$ cat config.mk
export PLATFORM = sky130hd
export DESIGN_NAME = pwm_sar_scheduler
export DESIGN_NICKNAME = d
export VERILOG_FILES = /design/src/rtl/pwm_sar_scheduler.sv
export SDC_FILE = /design/constraint.sdc
export NUM_CORES = 1
export LEC_CHECK = 0
export ABC_CLOCK_PERIOD_IN_PS = 1660
export CORE_UTILIZATION = 40
export CTS_CLUSTER_SIZE = 16
export DETAILED_ROUTE_END_ITERATION = 10
export GPL_TIMING_DRIVEN = 1
export PLACE_DENSITY = 0.71
export REMOVE_ABC_BUFFERS = 1
export SKIP_CTS_REPAIR_TIMING = 1
export SLEW_MARGIN = 5
export SYNTH_ARGS = -nofsm -noshare
export SYNTH_HDL_FRONTEND = slang
export SYNTH_SLANG_ARGS = --single-unit
$ cat constraint.sdc
create_clock -name clk -period 1.66 [get_ports clk]
set_input_delay 0.166 -clock clk [delete_from_list [all_inputs] [get_ports clk]]
set_output_delay 0.166 -clock clk [all_outputs]
set_load 0.01 [all_outputs]
$ cat src/rtl/pwm_sar_scheduler.sv
// pwm_sar_scheduler: round-robin SAR conversion scheduler with mux settling, averaging and timeout
module pwm_sar_scheduler #(
  parameter int WIDTH = 8,
  parameter int NUM_CH = 4,
  parameter int SETTLE_CYCLES = 1000,
  parameter int AVG_LOG2 = 2,
  parameter int TIMEOUT_CYCLES = 4096
) (
  input  logic                       clk,
  input  logic                       reset,
  input  logic                       run,
  input  logic [NUM_CH-1:0]          ch_enable_mask,
  input  logic                       sar_done,
  input  logic [WIDTH-1:0]           sar_result,
  output logic                       sar_enable,
  output logic [$clog2(NUM_CH)-1:0]  mux_sel,
  output logic [WIDTH-1:0]           result_data,
  output logic [$clog2(NUM_CH)-1:0]  result_ch,
  output logic                       result_valid,
  output logic                       busy,
  output logic                       timeout_err
);
  localparam int CW = $clog2(NUM_CH);
  localparam int AW = WIDTH + AVG_LOG2;
  localparam int NW = AVG_LOG2 + 1;
  localparam int SETTLE_EFF = SETTLE_CYCLES < 1 ? 1 : SETTLE_CYCLES;
  localparam int SW = $clog2(SETTLE_EFF + 1);
  localparam int TW = $clog2(TIMEOUT_CYCLES + 1);
  typedef enum logic [2:0] {IDLE, SELECT, SETTLE, CONVERT, GAP, PUBLISH} state_t;
  state_t state, state_n;
  logic [CW-1:0] last_ch, pick_ch, idx;
  logic pick_ok;
  logic [AW-1:0] acc, acc_n;
  logic [NW-1:0] cnt, cnt_n;
  logic [SW-1:0] settle_cnt;
  logic [TW-1:0] tmo_cnt;
  logic settled, timed_out, sample_done, last_sample, abandon;
  // Descending search so the nearest enabled channel after last_ch wins
  always_comb begin
    pick_ch = '0;
    pick_ok = 1'b0;
    idx = '0;
    for (int k = NUM_CH; k >= 1; k--) begin
      idx = CW'((int'(last_ch) + k) % NUM_CH);
      if (ch_enable_mask[idx]) begin
        pick_ch = idx;
        pick_ok = 1'b1;
      end
    end
  end
  assign settled = settle_cnt == SW'(SETTLE_EFF - 1);
  assign timed_out = tmo_cnt == TW'(TIMEOUT_CYCLES - 1);
  assign sample_done = state == CONVERT && sar_done;
  assign abandon = state == CONVERT && !sar_done && timed_out;
  assign acc_n = acc + AW'(sar_result);
  assign cnt_n = cnt + NW'(1);
  assign last_sample = cnt_n == NW'(2 ** AVG_LOG2);
  always_comb begin
    state_n = state;
    case (state)
      IDLE:    state_n = run && |ch_enable_mask ? SELECT : IDLE;
      SELECT:  state_n = pick_ok ? SETTLE : IDLE;
      SETTLE:  state_n = settled ? CONVERT : SETTLE;
      CONVERT: state_n = sar_done ? (last_sample ? PUBLISH : GAP) : timed_out ? (run ? SELECT : IDLE) : CONVERT;
      GAP:     state_n = CONVERT;
      PUBLISH: state_n = run ? SELECT : IDLE;
      default: state_n = IDLE;
    endcase
  end
  always_ff @(posedge clk) begin
    if (reset) begin
      state <= IDLE;
      last_ch <= CW'(NUM_CH - 1);
      mux_sel <= '0;
      acc <= '0;
      cnt <= '0;
      settle_cnt <= '0;
      tmo_cnt <= '0;
      sar_enable <= 1'b0;
      result_data <= '0;
      result_ch <= '0;
      result_valid <= 1'b0;
      busy <= 1'b0;
      timeout_err <= 1'b0;
    end else begin
      state <= state_n;
      sar_enable <= state_n == CONVERT;
      busy <= state_n != IDLE;
      result_valid <= state_n == PUBLISH;
      settle_cnt <= state == SETTLE ? settle_cnt + SW'(1) : '0;
      tmo_cnt <= state == CONVERT ? tmo_cnt + TW'(1) : '0;
      if (state == SELECT && pick_ok) begin
        mux_sel <= pick_ch;
        acc <= '0;
        cnt <= '0;
      end
      if (sample_done) begin
        acc <= acc_n;
        cnt <= cnt_n;
      end
      if (sample_done && last_sample) begin
        result_data <= WIDTH'(acc_n >> AVG_LOG2);
        result_ch <= mux_sel;
      end
      if (state == PUBLISH || abandon) last_ch <= mux_sel;
      if (abandon) timeout_err <= 1'b1;
    end
  end
endmodule

==> run_results.csv <==
group,metric,value,unit
setup_path,setup.worst_path.class,"flip-flop to flip-flop",
floorplanning,core.rowCount,30,
timing,setup-violations-final,10,
floorplanning,initial_utilization,41.2,%
placed_design,io_buffers,31,
setup_path,worst_ep_required_time,1.89,ns
layout,fillCellCount,565,
yosys,syn_area_per_cell,8.60,um^2
setup_path,max_stage_delay,0.38,ns
routing,wl_per_cell,14.4,um
placed_design,gpl.final_weighted_congestion,0.848,
global_route,first_global_vias,2467,
clock_network,max-clock-path-buffers,2,
outcome,failed_checks,"setup timing",
yosys,synthMostInstantiatedCell,"sky130_fd_sc_hd__dfxtp_1",
timing,rsz0062_at_grt,"true",
setup_path,worst_path_max_delay_cell,"sky130_fd_sc_hd__fa_2",
clock_network,clock_tree_from_tritoncts,"built",
hold_path,worst_hold_check_path_type,"input pin to flip-flop",
setup_path,worstPathCellList,"ha_4, inv_2, fa_2, nor2b_4, buf_4, buf_4, nor3_2, a2bb2oi_2, a22o_1",
power,finalPower,0.00299,W
floorplanning,die_area,0.00730,mm^2
power,sequentialPowerShare,46.9,%
layout,syn_to_final_growth,46.6,%
timing,drv_slew,0,
power,power_frac_comb,10.3,%
timing,final.hold.worst_slack,0.375,ns
clock_network,root_buffer,"sky130_fd_sc_hd__clkbuf_8",
global_route,overflow,0,
clock_network,worstSkewPairLatency,0.34,ns
setup_path,critical_path.most_common_cell,"sky130_fd_sc_hd__buf_4",
yosys,synth-edff-count,0,
placed_design,dp_hpwl,4560,um
routing,remaining_drc_errors,0,
yosys,postSynthRegisterBits,57,
setup_path,regToRegStartpoint,"acc[0]",
placed_design,detailed_place.area,0.00353,mm^2
global_route,grt.total_usage,19.1,%
yosys,yosys.cell_types.count,54,
setup_path,worstSetupEndpointType,"flip-flop",
flow_run,cap_viol_max_count,0,
routing,drt_first_pass_iters,4,
floorplanning,core,0.00676,mm^2
routing,route.final.wire_length,7130,um
layout,layout.cell_area.non_filler,0.00408,mm^2
timing,setup_slack_of_the_critical_path_after_layout,-0.171,ns
yosys,synth_ff_type,"sky130_fd_sc_hd__dfxtp_1",
outcome,outcome,"finished, violations left",
global_route,grt_max_degree,20,
clock_network,total_cts_buffers,9,
timing,max_freq,0.546,GHz
yosys,syn_area,0.00279,mm^2
yosys,async_flop_share,0,%
setup_path,worstSetupStartpointType,"flip-flop",
setup_path,critical_path_data_arrival_time,2.06,ns
timing,max_slew.worst_pin.slew,0.448,ns
global_route,initial_antenna_violation_count,0,
yosys,netlist_top_cells_count,"sky130_fd_sc_hd__dfxtp_1, sky130_fd_sc_hd__nor2_1, sky130_fd_sc_hd__nand2_1, sky130_fd_sc_hd__a21oi_1, sky130_fd_sc_hd__nand3_1",
timing,timing.final.hold_violations,0,
power,cell_internal_pwr,0.00227,W
clock_network,clk_pin_slew,0.06,ns
yosys,synth_top_cells_by_area,"sky130_fd_sc_hd__dfxtp_1, sky130_fd_sc_hd__nor2_1, sky130_fd_sc_hd__ha_1",
setup_path,startpoint,"acc[0]",
power,power.switching,0.000713,W
setup_path,rrSetupSlack,-0.17,ns
timing,finalClockSkew,0.00351,ns
timing,period_share,110,%
routing,drtIter0Drc,103,
yosys,synth_largest_area_cell,"sky130_fd_sc_hd__dfxtp_1",
power,peakVddDrop,442,uV
layout,final_standard_cell_count_with_taps_included_and_fillers_excluded,497,
layout,design.final.nets,441,
routing,drt-vias-per-instance,5.37,
clock_network,tritoncts_num_sinks,57,
yosys,total_of_warnings_raised_by_yosys,0,
power,power_density,732,mW/mm^2
routing,routed-via-count,2670,
layout,antenna_cells_inserted,0,
floorplanning,io-pin-count,32,
timing,max_slew_margin,70.1,%
placed_design,post-place-cells,474,
setup_path,path_max_fanout,2,
routing,ant_nets,0,
placed_design,placement.setup.worst_slack,-0.641,ns
yosys,synth_sequential_area_ratio,41.0,%
setup_path,crit-reg2reg-capture,"acc[4]",
global_route,first_pass_grt_wire_length,11000,um
yosys,syn-instance-count,324,
layout,post_route_cells_drive_above_1_share,31.2,%
power,leakagePower,1.53,nW
yosys,synth_top_area_share,41.0,%
power,switching_share,23.9,%
setup_path,critical_path.endpoint,"acc[4]",
power,power_frac_clock,42.9,%
floorplanning,die_y,85.5,um
setup_path,ff2ff_path_depth,9,
timing,final.min_clock_period,1.83,ns
floorplanning,die_width,85.5,um
clock_network,cts_htree_levels,3,
==> power by group through the flow <==
| stage | clock network, W | registers, W | logic [W] |
|---|---|---|---|
| floorplan | 0 | 0.00144 | 0.000102 |
| global placement | 0 | 0.00143 | 0.000251 |
| detailed placement | 0 | 0.00143 | 0.000254 |
| CTS | 0.00130 | 0.00140 | 0.000256 |
| global route | 0.00138 | 0.00140 | 0.000332 |
| finish | 0.00128 | 0.00140 | 0.000306 |
==> cell usage in the layout (no fill, tap or decap), drive strengths merged, types with 3 or more instances in the layout <==
master	count
a211oi	5
a21oi	17
a22o	6
a31oi	4
and3	4
buf	57
clkbuf	13
clkdlybuf4s50	30
clkinv	3
dfxtp	57
ha	12
inv	9
nand2	27
nand2b	4
nand3	16
nand3b	7
nand4	7
nor2	44
nor2b	5
nor3	9
nor4b	3
o21ai	15
or2	5
or4	4
xnor2	8
xor2	15
==> worst min path at each step <==
stage,cells after the start,end,from
2_1_floorplan,1,result_ch[0],reset
3_3_place_gp,1,settle_cnt[0],settle_cnt[0]
3_5_place_dp,2,result_ch[0],result_ch[0]
4_1_cts,2,result_ch[0],result_ch[0]
5_1_grt,4,acc[1],sar_result[1]
6_report,4,acc[1],sar_result[1]
==> per-layer routing <==
metal	vias up	part of all wire, %	track usage [%]
met1	1289	46	23.8
met5	-	0	0
li1	1330	-	-
met2	37	50	30.7
met4	0	1.9	7.27
met3	14	2.6	6.03
==> state kept, by name, summed over array words and instances (netlist names), 2 cells and up <==
signal,cells
acc,10
cnt,3
last_ch,2
mux_sel,2
result_ch,2
result_data,8
settle_cnt,10
state,3
tmo_cnt,13
==> area by class of cell <==
type,count,area (um^2),share of cell area [%]
inverters,10,37.5,0.919
multi-input cells,246,1860,45.5
repair buffers,88,741,18.1
clock inverters,3,40.0,0.980
clock buffers,13,149,3.65
flip-flops and latches,57,1160,28.3
well taps,80,100,2.45
==> metrics by stage <==
stage          utilization, %  TNS (ns)
2_1_floorplan               -    -0.257
3_3_place_gp             52.2     -8.39
3_5_place_dp             52.2     -9.18
4_1_cts                  55.0     -2.07
5_1_grt                  60.4     -1.70
6_report                 60.4    -0.899
==> critical path, delay by kind of cell, from the launching register on <==
| family | cells | cell delay (ns) |
|---|---|---|
| adder cells (fa/ha/maj) | 2 | 0.52 |
| AND/OR/NAND/NOR | 2 | 0.21 |
| AO/OA/AOI/OAI | 2 | 0.37 |
| buffers and inverters | 3 | 0.27 |
| flip-flops | 1 | 0.36 |
==> kinds of logic (layout without fill, tap and decap cells) <==
group                    Yosys count  count (layout)  synth area share [%]
multiplexers                       3               3                  1.12
XOR/XNOR                          23              23                  7.23
buffers and inverters             21             114                  2.96
adder cells (fa/ha/maj)           13              13                  6.11
AO/OA/AOI/OAI                     62              62                  14.5
flip-flops                        57              57                  41.0
AND/OR/NAND/NOR                  145             145                  27.1
Power figures use the tool's default switching activity.
